[config.mk]
export PLATFORM = sky130hd
export DESIGN_NAME = mymod_sweep_ctrl
export DESIGN_NICKNAME = d
export VERILOG_FILES = /design/src/rtl/mymod_sweep_ctrl.sv
export SDC_FILE = /design/constraint.sdc
export NUM_CORES = 1
export LEC_CHECK = 0
export BUFFER_PORTS_ARGS = -buffer_cell sky130_fd_sc_hd__buf_2
export CORE_UTILIZATION = 40
export CTS_CLUSTER_SIZE = 20
export DETAILED_ROUTE_END_ITERATION = 7
export PLACE_DENSITY_LB_ADDON = 0.12
export SYNTH_ARGS = -nofsm -noshare
export SYNTH_HDL_FRONTEND = slang
export SYNTH_SLANG_ARGS = --single-unit
[constraint.sdc]
create_clock -name Clk -period 2.4 [get_ports Clk]
set_clock_uncertainty 0.2 [all_clocks]
set_input_delay 0.24 -clock Clk [delete_from_list [all_inputs] [get_ports Clk]]
set_output_delay 0.24 -clock Clk [all_outputs]
set_load 0.02 [all_outputs]
[src/rtl/mymod_sweep_ctrl.sv]
// ---------------------------------------------------------------------------
// mymod_sweep_ctrl
//
// This module sequences one myMod datapath instance through a programmed sweep.
// It replaces the loop that a bench would otherwise run.
//
// When a start pulse arrives, the controller walks A from a_first to a_last
// (inclusive). The walk wraps modulo 2^A_W. For every A value it steps the
// mode {S,I} through 00, 01, 10, 11.
//
// Each {A,S,I} setting is held for HOLD_CYCLES clocks. After that, myMod's B
// output is captured. The captured value is offered on a valid/ready result
// port together with the A value and mode that produced it.
//
// Optional feature (compile-time macro SWEEP_CHECKSUM_EN):
//   When the macro is defined, an extra 16-bit output `checksum` appears.
//   - It is cleared on reset and on every accepted start.
//   - It accumulates res_data on each result handshake, modulo 2^16.
//   - Its final value is valid in the done cycle and is held until the next
//     start.
//   When the macro is undefined, neither the port nor the logic exists.
//
// Parameters
//   HOLD_CYCLES  clocks each setting is held before B is sampled (>=1)
//   A_W          width of A and of the sweep bounds
//   B_W          width of B and of the result data
//
// Ports
//   Clk        in   1    single clock, rising edge
//   Rst_n      in   1    synchronous active-low reset
//   start      in   1    one-cycle pulse; latches bounds; ignored while busy
//   a_first    in   A_W  first A value of the sweep
//   a_last     in   A_W  last A value of the sweep (inclusive)
//   busy       out  1    high from the cycle after an accepted start until done
//   done       out  1    one-cycle pulse after the last result handshake
//   mod_A      out  A_W  drives myMod A
//   mod_S      out  1    drives myMod S (mode[1])
//   mod_I      out  1    drives myMod I (mode[0])
//   mod_B      in   B_W  myMod B
//   res_valid  out  1    result available
//   res_ready  in   1    consumer accepts the result
//   res_data   out  B_W  captured B
//   res_a      out  A_W  A value that produced res_data
//   res_mode   out  2    {S,I} that produced res_data
//   checksum   out  16   running sum of accepted res_data (SWEEP_CHECKSUM_EN)
// ---------------------------------------------------------------------------
module mymod_sweep_ctrl #(
   parameter int HOLD_CYCLES = 8,
   parameter int A_W         = 5,
   parameter int B_W         = 8
) (
   input  logic           Clk,
   input  logic           Rst_n,
   input  logic           start,
   input  logic [A_W-1:0] a_first,
   input  logic [A_W-1:0] a_last,
   output logic           busy,
   output logic           done,
   output logic [A_W-1:0] mod_A,
   output logic           mod_S,
   output logic           mod_I,
   input  logic [B_W-1:0] mod_B,
   output logic           res_valid,
   input  logic           res_ready,
   output logic [B_W-1:0] res_data,
   output logic [A_W-1:0] res_a,
   output logic [1:0]     res_mode
`ifdef SWEEP_CHECKSUM_EN
   ,
   output logic [15:0]    checksum
`endif
);

   // The hold counter only needs to reach HOLD_CYCLES-1.
   // Its width is forced to at least one bit so that HOLD_CYCLES==1 still
   // produces a legal vector.
   localparam int               CNT_W     = (HOLD_CYCLES > 1) ? $clog2(HOLD_CYCLES) : 1;
   localparam logic [CNT_W-1:0] HOLD_LAST = CNT_W'(HOLD_CYCLES - 1);

   typedef enum logic [1:0] {
      ST_IDLE,
      ST_APPLY,
      ST_OUT,
      ST_FIN
   } state_t;

   state_t           state_q,    state_d;
   logic [A_W-1:0]   aLast_q,    aLast_d;
   logic [A_W-1:0]   modA_q,     modA_d;
   logic [1:0]       mode_q,     mode_d;
   logic [CNT_W-1:0] holdCnt_q,  holdCnt_d;
   logic             busy_q,     busy_d;
   logic             resValid_q, resValid_d;
   logic [B_W-1:0]   resData_q,  resData_d;
   logic [A_W-1:0]   resA_q,     resA_d;
   logic [1:0]       resMode_q,  resMode_d;
`ifdef SWEEP_CHECKSUM_EN
   logic [15:0]      checksum_q, checksum_d;
`endif

   logic handshake;
   logic lastPoint;

   // A result is consumed only when the controller is actually offering one.
   // So a res_ready that arrives while nothing is valid is simply ignored.
   assign handshake = resValid_q && res_ready;

   // The sweep ends after the fourth mode of the last A value.
   // Only the end bound is kept: the start bound is consumed when the sweep
   // is launched.
   assign lastPoint = (modA_q == aLast_q) && (mode_q == 2'b11);

   // State register and all datapath registers.
   // Reset is synchronous. It returns every output to zero and abandons any
   // sweep in progress without producing a done pulse.
   always_ff @(posedge Clk) begin
      if (!Rst_n) begin
         state_q    <= ST_IDLE;
         aLast_q    <= '0;
         modA_q     <= '0;
         mode_q     <= '0;
         holdCnt_q  <= '0;
         busy_q     <= 1'b0;
         resValid_q <= 1'b0;
         resData_q  <= '0;
         resA_q     <= '0;
         resMode_q  <= '0;
`ifdef SWEEP_CHECKSUM_EN
         checksum_q <= '0;
`endif
      end else begin
         state_q    <= state_d;
         aLast_q    <= aLast_d;
         modA_q     <= modA_d;
         mode_q     <= mode_d;
         holdCnt_q  <= holdCnt_d;
         busy_q     <= busy_d;
         resValid_q <= resValid_d;
         resData_q  <= resData_d;
         resA_q     <= resA_d;
         resMode_q  <= resMode_d;
`ifdef SWEEP_CHECKSUM_EN
         checksum_q <= checksum_d;
`endif
      end
   end

   // Next-state and datapath update logic.
   // Every register holds its value unless the current state explicitly
   // changes it. This keeps mod_* and res_* rock-steady across stalls and
   // after the sweep finishes.
   always_comb begin
      state_d    = state_q;
      aLast_d    = aLast_q;
      modA_d     = modA_q;
      mode_d     = mode_q;
      holdCnt_d  = holdCnt_q;
      busy_d     = busy_q;
      resValid_d = resValid_q;
      resData_d  = resData_q;
      resA_d     = resA_q;
      resMode_d  = resMode_q;
`ifdef SWEEP_CHECKSUM_EN
      checksum_d = checksum_q;
`endif

      unique case (state_q)
         ST_IDLE: begin
            if (start) begin
               aLast_d   = a_last;
               modA_d    = a_first;
               mode_d    = 2'b00;
               holdCnt_d = '0;
               busy_d    = 1'b1;
`ifdef SWEEP_CHECKSUM_EN
               checksum_d = '0;
`endif
               state_d   = ST_APPLY;
            end
         end

         ST_APPLY: begin
            // B is sampled on the edge that closes the HOLD_CYCLES-th clock
            // of this setting. That gives myMod the full hold time to settle.
            if (holdCnt_q == HOLD_LAST) begin
               resData_d  = mod_B;
               resA_d     = modA_q;
               resMode_d  = mode_q;
               resValid_d = 1'b1;
               holdCnt_d  = '0;
               state_d    = ST_OUT;
            end else begin
               holdCnt_d = holdCnt_q + CNT_W'(1);
            end
         end

         ST_OUT: begin
            // The next setting is loaded on the handshake edge itself.
            // The first APPLY cycle therefore already drives it, so a
            // consumer that keeps ready high gets one result every
            // HOLD_CYCLES+1 clocks.
            if (handshake) begin
               resValid_d = 1'b0;
               holdCnt_d  = '0;
`ifdef SWEEP_CHECKSUM_EN
               checksum_d = checksum_q + 16'(resData_q);
`endif
               if (lastPoint) begin
                  state_d = ST_FIN;
               end else begin
                  if (mode_q == 2'b11) begin
                     mode_d = 2'b00;
                     modA_d = modA_q + A_W'(1);
                  end else begin
                     mode_d = mode_q + 2'd1;
                  end
                  state_d = ST_APPLY;
               end
            end
         end

         ST_FIN: begin
            busy_d  = 1'b0;
            state_d = ST_IDLE;
         end

         default: begin
            state_d = ST_IDLE;
         end
      endcase
   end

   assign busy      = busy_q;
   assign done      = (state_q == ST_FIN);
   assign mod_A     = modA_q;
   assign mod_S     = mode_q[1];
   assign mod_I     = mode_q[0];
   assign res_valid = resValid_q;
   assign res_data  = resData_q;
   assign res_a     = resA_q;
   assign res_mode  = resMode_q;
`ifdef SWEEP_CHECKSUM_EN
   assign checksum  = checksum_q;
`endif

endmodule

Word level (Yosys, flattened, before mapping)
Index checks and enable logic that the tools add are counted.
W data, S select, Z words.
Word-level totals
  bits in latches: 0
  logic and storage cells: 63
  output and inout port bits: 25
  input port bits: 22
  memory bits (read-only): 0
  bits in registers: 34
  memories: 0
  memory bits (writable): 0
Operators by class
  $add $sub $neg: 3
  div/mod/pow operators: 0
  multiplexer cells: 24
  shifts and indexed selects: 0
  order comparisons: 0
  equal/unequal tests: 11
  bitwise gates (word level): 0
  multipliers: 0
  reductions and logical operators: 15
Operators by type and width (count)
  $mux W5: 4
  $mux W2: 8
  $ne A2 B2 Y1 const B: 5
  $pmux W5 S2: 1
  $mux W3: 3
  $pmux W3 S3: 1
  $reduce_and A3 Y1: 3
  $pmux W2 S4: 1
  $eq A2 B2 Y1 const B: 3
  $reduce_and A2 Y1: 3
  $reduce_bool A2 Y1: 3
  $add A5 B1 Y5 const B: 1
  $eq A5 B5 Y1: 1
  $reduce_and A5 Y1: 1
  $pmux W1 S2: 2
  $pmux W2 S2: 1
  $reduce_and A4 Y1: 1
  $add A3 B1 Y3 const B: 1
  $eq A3 B3 Y1 const B: 1
  $mux W1: 3
  $reduce_bool A3 Y1: 1
  $add A2 B1 Y2 const B: 1
  $eq A2 B1 Y1 const B: 1
  $logic_and A1 B1 Y1: 2
  $logic_not A2 Y1: 1

Logic depth before layout (Yosys ltp)
Gate-level depths: netlist of the first run.
  word-level depth: 5
  depth in mapped cells: 7
  depth with buffers taken out: 6

Worst setup path after synthesis of the first run
No wires, ideal clock.
  kind: flip-flop to flip-flop
  start: register modA_q[2], in the netlist mod_A[2]
  end: register mode_q[0]
  data required time: 2141 ps
  path buffers: 0
  setup time: 59 ps
  period minus slack after synthesis: 1820 ps
  arrival: 1561 ps
  slack: 580 ps
  cell stages (with the launch flop): 6
  path through: dfxtp_1 > xnor2_1 > nand3_1 > or4_4 > a21oi_2 > a32o_2
On the way
  word-level cells in the longest chain between the ends: 4
RTL lines
  from (decl): RTL line 89  | logic [A_W-1:0] modA_q, modA_d;
  from (signal assigned): RTL line 134  | modA_q <= modA_d;
  $eq A5 B5 Y1: RTL line 111  | assign lastPoint = (modA_q == aLast_q) && (mode_q == 2'b11);
  $logic_and A1 B1 Y1: RTL line 111
  $ne A2 B2 Y1 (no line)
  $reduce_and A4 Y1 (no line)
  to (signal assigned): RTL line 135  | mode_q <= mode_d;
  to (decl): RTL line 90  | logic [1:0] mode_q, mode_d;
Every way passes these cells.
A chain may end at the register's enable or synchronous reset.

Worst setup path after layout of the first run
  start: register holdCnt_q[0]
  end: register resData_q[7], in the netlist res_data[7]
On the way
  word-level cells in the longest chain between the ends: 2
RTL lines
  from (decl): RTL line 91  | logic [CNT_W-1:0] holdCnt_q, holdCnt_d;
  from (signal assigned): RTL line 136  | holdCnt_q <= holdCnt_d;
  $eq A3 B3 Y1: RTL line 185  | if (holdCnt_q == HOLD_LAST) begin
  $reduce_and A2 Y1 (no line)
  to (signal assigned): RTL line 139  | resData_q <= resData_d;
  to (decl): RTL line 94  | logic [B_W-1:0] resData_q, resData_d;
Every way passes these cells.

==> results.rst, run 1 <==
.. list-table::
   :header-rows: 1

   * - Metric
     - Value
   * - Multi-input combinational cell area
     - 792.0 µm²
   * - Master cell of the clock root buffer
     - clkbuf_8
   * - Final setup TNS
     - 0 ps
   * - Number of synthesized register bits
     - 34
   * - Cell Rows
     - 22
   * - Depth of the worst register-to-register path
     - 6
   * - Post-Synthesis Cell Area
     - 1539 µm²
   * - Starting DRT DRC Count
     - 67
   * - Max Fanout on Critical Path
     - 9
   * - Reg-to-reg setup timing slack
     - 540 ps
   * - Layout net count
     - 279
   * - Count of unresolved DRC violations after routing
     - 0
   * - Result of the run
     - complete, no violations
   * - Top post-synthesis cells by area
     - dfxtp_1 (44%), nand2_1 (12%), a21oi_1 (9.1%)
   * - Yosys top cell area share
     - 44.23%
   * - Maximum buffer depth of the clock tree
     - 2
   * - Leading area contributor after synthesis
     - dfxtp_1
   * - Via count of the routed design
     - 1,517
   * - Layout cell share with drive strength beyond 1
     - 26.88%
   * - Yosys synthesis warning count
     - 0
   * - Non-Filler Instances
     - 301
   * - Hold Path Class
     - input port to register
   * - Arrival time worst endpoint
     - 1870 ps
   * - Setup repair after global routing missed its margin
     - no
   * - Total instance count after detailed placement
     - 283
   * - Min-Delay Path Depth
     - 3
   * - TritonCTS Buffers
     - 5
   * - Fmax
     - 539.1 MHz
   * - Initial Utilization
     - 41.72%
   * - Number of buffers inserted by post-CTS setup repair
     - 0
   * - Vias in the first global route
     - 1,420
   * - Die area
     - 4099 µm²
   * - Count of maximum capacitance violations
     - 0
   * - HPWL after detailed placement
     - 2592 µm
   * - Transition time at the pin with the least slew margin
     - 386.5 ps
   * - CP max stage delay
     - 370 ps
   * - Clock Sinks
     - 34
   * - Endpoint class of the critical path
     - register
   * - Number of levels in the clock H-tree
     - 2
   * - Dominant cell type by count on the critical path
     - ha_1
   * - Time the final worst path needs with I/O delays and setup
     - 1855 ps
   * - Global-route wire length before repair
     - 6127 µm
   * - Vias per cell
     - 5.040
   * - Worst-path cell with the longest stage delay
     - dfxtp_1
   * - Port Buf Inserts
     - 46
   * - Leading register cell type out of synthesis
     - dfxtp_1
   * - Core region area
     - 3689 µm²
   * - Die H
     - 64.03 µm
   * - Count of TritonRoute iterations in the first routing pass
     - 4
   * - Average routed wire per standard cell
     - 12.30 µm
   * - TritonCTS clock tree
     - yes
   * - Final setup viols
     - 0
   * - Number of top-level pins
     - 47
   * - Power per standard cell area
     - 559.9 nW/µm²
   * - DRT Wirelength
     - 3701 µm
   * - Most frequently used cell type in the post-synthesis netlist
     - nand2_1
   * - Synth-to-Final Area Change
     - 31.30%
   * - Resized cells post-CTS
     - 0
   * - WP data required
     - 2410 ps
   * - Clock transition at the registers of the reported paths
     - 70 ps
   * - Filler cell count
     - 377
   * - Max-slew headroom
     - 74.20%
   * - Kind of critical path
     - register to register
   * - EDFF count, synth
     - 0
   * - Number of different library cells in the post-synthesis netlist
     - 36
   * - GPL Wtd Cong
     - 0.8120
   * - Mapped Cells
     - 193
   * - Post-synthesis average cell area
     - 7.974 µm²
   * - Final Max Tran Viols
     - 0
   * - P_leak
     - 0.8685 nW
   * - Largest voltage drop on the vdd net
     - 0.3704 mV
   * - N_diodes
     - 0
   * - Total congestion overflow
     - 0
   * - CP Cell Sequence
     - ha_1, ha_1, and3_1, buf_4, nand2_1, a21oi_1
   * - Register cell area after layout
     - 680.7 µm²
   * - Insertion delay of the later-clocked pin in the worst-skew pair
     - 280 ps
   * - Gr usage total
     - 19.44%
   * - Number of nets in the synthesized netlist
     - 219
   * - Post-DRT Antenna Nets
     - 0
   * - Share of the clock period used by the worst path after layout
     - 77.29%
   * - Initial antenna violation count
     - 0
   * - Final Hold Viols
     - 0
   * - Sequential-to-total area share from yosys stat
     - 44.23%
   * - Chip width
     - 64.03 µm
   * - Most numerous cell types in the synthesized netlist
     - nand2_1 (48), dfxtp_1 (34), a21oi_1 (28)
   * - CP startpoint kind
     - register
   * - Async set or reset register ratio after synthesis
     - 0%
   * - Maximum number of pins on one net before global-route repair
     - 17
[power breakdown]
| part | switching [mW] | total (mW) | internal [mW] | leakage, nW |
|---|---|---|---|---|
| Sequential | 0.0182 | 0.599 | 0.581 | 0.276 |
| Combinational | 0.0749 | 0.145 | 0.0697 | 0.554 |
| Clock | 0.188 | 0.388 | 0.199 | 0.0383 |
[worst max-delay path: cells and delay by family (launching register included)]
kind                       cells  cell delay [ps]
buffers and inverters          1              230
and+or+nand+nor                2              430
AOI/OAI and AO/OA              1              120
adders and majority gates      2              430
DFF                            1              370
[through the flow]
step | hold WS, ps | cell area (µm²) | worst slack, ps | util [%] | power [mW]
after floorplan | 176.0 | 1539 | 579.7 | - | 0.6903
after global placement | 242.6 | 1834 | 589.1 | 49.73 | 0.7406
after detailed placement | 244.9 | 1834 | 559.2 | 49.73 | 0.7405
after CTS | 0.1379 | 2011 | 528.0 | 54.51 | 1.134
after global routing | 38.63 | 2021 | 393.9 | 54.78 | 1.180
final | 6.758 | 2021 | 545.0 | 54.78 | 1.131
[registers in the layout, summed over array words and instances, names as in the netlist]
name	cells
mode_q	2
res_a	5
busy	1
mod_A	5
res_mode	2
aLast_q	5
res_data	8
holdCnt_q	3
state_q	2
res_valid	1
[repair_timing]
item	in CTS	in global routing
endpoints found under the hold margin	10	1
hold buffers	10	1
setup endpoints to repair	0	0
[path summary, 6_finish.rpt]
kind	from	end
min	a_last[3]	aLast_q[3]
max reg2reg	holdCnt_q[0]	res_data[7]
min reg2reg	res_a[2]	res_a[2]
max	holdCnt_q[0]	res_data[7]
[kinds of logic after synthesis]
kind of cell / count (synthesis) / synth area share [%]
AO/OA/AOI/OAI: 51 / 20.41
AND/OR/NAND/NOR: 81 / 23.01
buffers and inverters: 16 / 4.309
adder cells (fa/ha/maj): 4 / 3.252
multiplexers: 2 / 1.463
flip-flops: 34 / 44.23
XOR/XNOR: 5 / 3.333
[per-layer routing]
metal	vias up	global-route usage (%)	routed length (µm)
met5	-	0	0
met4	0	8.523	44
met3	7	4.464	162
met2	28	32.31	1707
met1	706	23.79	1786
li1	776	-	-
[final cells by class]
| cell class | instances | share of cell area, % |
|---|---|---|
| Multi-Input combinational cell | 143 | 39.20 |
| Sequential cell | 34 | 33.68 |
| Timing Repair Buffer | 64 | 19.44 |
| Clock buffer | 7 | 3.777 |
| Tap cell | 48 | 2.972 |
| Inverter | 5 | 0.9288 |
[cell usage in the layout (no fill, tap or decap), types with 2 or more instances in the layout]
| cell | netlist | routed |
|---|---|---|
| dfxtp_1 | 34 | 34 |
| o21a_1 | 2 | 2 |
| inv_1 | 4 | 4 |
| nor2_1 | 12 | 12 |
| nor3_1 | 6 | 6 |
| clkbuf_8 | 0 | 5 |
| nand2_1 | 48 | 48 |
| ha_1 | 4 | 4 |
| dlygate4sd3_1 | 0 | 11 |
| a21oi_1 | 28 | 28 |
| nand2b_1 | 2 | 2 |
| xnor2_1 | 4 | 4 |
| nand3_1 | 6 | 6 |
| o21ai_0 | 10 | 10 |
| nand3b_1 | 2 | 2 |
| clkbuf_1 | 7 | 2 |
| mux2_2 | 2 | 2 |
| buf_2 | 2 | 46 |
| buf_4 | 1 | 7 |
Note: power is estimated with default switching activity, not from simulation.
==> run 2, diff against run 1 <==
--- a/config.mk
+++ b/config.mk
@@ -5,6 +5,7 @@
 export SDC_FILE = /design/constraint.sdc
 export NUM_CORES = 1
 export LEC_CHECK = 0
+export ABC_AREA = 1
 export BUFFER_PORTS_ARGS = -buffer_cell sky130_fd_sc_hd__buf_2
 export CORE_UTILIZATION = 40
 export CTS_CLUSTER_SIZE = 20
==> constraint.sdc (replaced) <==
create_clock -name Clk -period 1.8 [get_ports Clk]
set_clock_uncertainty 0.2 [all_clocks]
set_input_delay 0.18 -clock Clk [delete_from_list [all_inputs] [get_ports Clk]]
set_output_delay 0.18 -clock Clk [all_outputs]
set_load 0.02 [all_outputs]
==> results.rst, run 2 <==
.. list-table::
   :header-rows: 1

   * - Metric
     - Value
   * - Result of the run
     - complete, no violations
   * - Final Max Tran Viols
     - 0 (unchanged)
   * - Mapped Cells
     - 225 (+17%)
   * - Number of nets in the synthesized netlist
     - 251 (+15%)
   * - Number of synthesized register bits
     - 34 (unchanged)
   * - Hold Path Class
     - input port to register
   * - Global-route wire length before repair
     - 6154 µm (+0.44%)
   * - Max FFs per register
     - 8 (unchanged)
   * - Synth-to-Final Area Change
     - 33.21%
   * - Vias in the first global route
     - 1,379 (-2.9%)
   * - CP startpoint kind
     - register
   * - Master cell of the clock root buffer
     - clkbuf_8
   * - Non-Filler Instances
     - 337 (+12%)
   * - Setup repair after global routing missed its margin
     - no
   * - Vias per cell
     - 4.727 (-6.2%)
   * - Final setup TNS
     - 0 ps (unchanged)
   * - Top post-synthesis cells by area
     - dfxtp_1 (42%), nand2_1 (13%), a21oi_1 (9.5%)
   * - Die area
     - 4358 µm² (+6.3%)
   * - Most common cell after layout, fill and taps aside
     - nand2_1
   * - Most frequently used cell type in the post-synthesis netlist
     - nand2_1
   * - Layout net count
     - 314 (+13%)
   * - Time the final worst path needs with I/O delays and setup
     - 1615 ps (-240.0 ps)
   * - Final Hold Viols
     - 0 (unchanged)
   * - TritonCTS clock tree
     - yes
   * - Maximum buffer depth of the clock tree
     - 2 (unchanged)
   * - Max-slew headroom
     - 78.05% (+3.9 points)
   * - Transition time at the pin with the least slew margin
     - 328.8 ps (-57.75 ps)
   * - HPWL after detailed placement
     - 2608 µm (+0.60%)
   * - Layout cell share with drive strength beyond 1
     - 28.03% (+1.2 points)
   * - N_diodes
     - 0 (unchanged)
   * - Count of maximum capacitance violations
     - 0 (unchanged)
   * - Total instance count after detailed placement
     - 315 (+11%)
   * - Post-Synthesis Cell Area
     - 1639 µm² (+6.5%)
   * - Initial Utilization
     - 43.15% (+1.4 points)
   * - Average routed wire per standard cell
     - 11.01 µm (-10%)
   * - Fmax
     - 619.2 MHz (+15%)
   * - EDFF count, synth
     - 0 (unchanged)
   * - GPL Wtd Cong
     - 0.7778 (-4.2%)
   * - Core region area
     - 3799 µm² (+3.0%)
   * - Sequential-to-total area share from yosys stat
     - 41.53% (-2.7 points)
   * - Most numerous cell types in the synthesized netlist
     - nand2_1 (58), dfxtp_1 (34), a21oi_1 (31)
   * - Leading register cell type out of synthesis
     - dfxtp_1
   * - Most used cells in the layout excluding fill and tap cells
     - nand2_1 (58), buf_2 (46), dfxtp_1 (33)
   * - Total congestion overflow
     - 0 (unchanged)
   * - Initial antenna violation count
     - 0 (unchanged)
   * - Final setup viols
     - 0 (unchanged)
   * - Die H
     - 66.02 µm (+3.1%)
   * - Largest voltage drop on the vdd net
     - 0.7287 mV (+97%)
   * - Gr usage total
     - 18.73% (-0.71 points)
   * - Max Fanout on Critical Path
     - 10 (+1)
   * - Leading area contributor after synthesis
     - dfxtp_1
   * - Cell Rows
     - 22 (unchanged)
   * - P_leak
     - 1.017 nW (+17%)
   * - Share of the clock period used by the worst path after layout
     - 89.72% (+12 points)
   * - Number of different library cells in the post-synthesis netlist
     - 25 (-31%)
   * - Number of levels in the clock H-tree
     - 2 (unchanged)
   * - Clock Sinks
     - 34 (unchanged)
   * - Chip width
     - 66.02 µm (+3.1%)
   * - Async set or reset register ratio after synthesis
     - 0% (unchanged)
   * - TritonCTS Buffers
     - 5 (unchanged)
   * - Post-DRT Antenna Nets
     - 0 (unchanged)
   * - Via count of the routed design
     - 1,593 (+5.0%)
   * - DRT Wirelength
     - 3710 µm (+0.24%)
   * - Number of top-level pins
     - 47 (unchanged)
   * - Maximum number of pins on one net before global-route repair
     - 21 (+4)
   * - Count of TritonRoute iterations in the first routing pass
     - 5 (+1)
   * - Starting DRT DRC Count
     - 71 (+6.0%)
   * - Endpoint class of the critical path
     - register
   * - Port Buf Inserts
     - 46 (unchanged)
   * - Arrival time worst endpoint
     - 1600 ps (-270 ps)
   * - Filler cell count
     - 379 (+0.53%)
   * - WP data required
     - 1790 ps (-620 ps)
   * - Yosys top cell area share
     - 41.53% (-2.7 points)
   * - Count of unresolved DRC violations after routing
     - 0 (unchanged)
   * - Clock transition at the registers of the reported paths
     - 70 ps (about the same)
   * - Insertion delay of the later-clocked pin in the worst-skew pair
     - 290 ps (about the same)
   * - Post-synthesis average cell area
     - 7.285 µm² (-8.6%)
   * - Yosys synthesis warning count
     - 0 (unchanged)
   * - Power per standard cell area
     - 1383 nW/µm² (+150%)
   * - Kind of critical path
     - register to register
run 2: cell count changes after synthesis, sizes merged, moves of 4 or more:
cell and change:
nand3 +19, inv +14, nand2 +14, nor2 +9, nor3 -6, xnor2 -5, clkbuf -4
run 2: worst paths after layout:
path	start	endpoint	slack, ps	cells past startpoint
setup / recovery	mode_q[1]	mod_A[2]	180	10
setup reg to reg	mode_q[1]	mod_A[2]	180	10
hold / removal	a_first[2]	mod_A[2]	20	5
hold reg to reg	res_data[4]	res_data[4]	260	2
run 2: stage by stage:
| step | hold WS (ps) | total power, mW | util (%) | instance area [µm²] | setup slack, ps |
|---|---|---|---|---|---|
| CTS | 11.97 | 3.048 | 57.44 | 2182 | 124.1 |
| global placement | 240.3 | 2.357 | 50.86 | 1932 | 177.2 |
| finish | 22.65 | 3.020 | 57.48 | 2183 | 185.0 |
| floorplan | 118.4 | 2.035 | - | 1639 | 95.37 |
| detailed placement | 250.6 | 2.362 | 50.86 | 1932 | 132.5 |
| global route | 38.21 | 3.284 | 57.48 | 2183 | 31.73 |
run 2: layer usage:
| layer | share of wire, % | GRT usage [%] | wire length [µm] | vias to the layer above |
|---|---|---|---|---|
| met5 | 0 | 0 | 0 | - |
| met3 | 4.3 | 4.138 | 160 | 4 |
| met2 | 45 | 29.21 | 1662 | 34 |
| met1 | 50 | 24.68 | 1849 | 695 |
| met4 | 0.97 | 7.979 | 36 | 0 |
| li1 | - | - | - | 860 |
run 2: cell families (layout without fill, tap and decap cells):
kind of cell,count (synthesis),after routing,share of synthesized area [%]
adder cells (fa/ha/maj),4,4,3.054
XOR/XNOR,1,1,0.5344
AND/OR/NAND/NOR,116,116,33.74
flip-flops,34,34,41.53
AO/OA/AOI/OAI,42,42,13.89
buffers and inverters,28,92,7.252
run 2: area by class of cell:
type | instances | area (µm²) | area share [%]
flip-flops and latches | 34 | 681.9 | 31.23
well taps | 48 | 60.06 | 2.751
multi-input cells | 163 | 839.6 | 38.45
repair buffers | 65 | 420.4 | 19.26
inverters | 19 | 71.32 | 3.266
clock buffers | 8 | 110.1 | 5.043
run 2: report_power, final:
part	total, mW	switching, mW	internal, mW	leakage, nW
sequential	1.09	0.195	0.900	0.278
combinational	1.27	0.782	0.488	0.681
clock	0.655	0.268	0.386	0.0575
total	3.02	1.25	1.77	1.02
run 2: repair_timing:
item	CTS	global route
hold endpoints to repair	14	0
hold buffers	14	0
resized for setup	0	1
buffers inserted	0	0
setup endpoints to repair	0	3
run 2: worst max-delay path, cell delays in order (launching register included):
cell     delay [ps]
dfxtp_1         370
ha_1            180
inv_1            80
a21oi_2         100
nand2_1          90
nor2_4          120
nand3_4         140
nand2_2          90
nand2_1          50
nand2_1          70
nor2_2           30
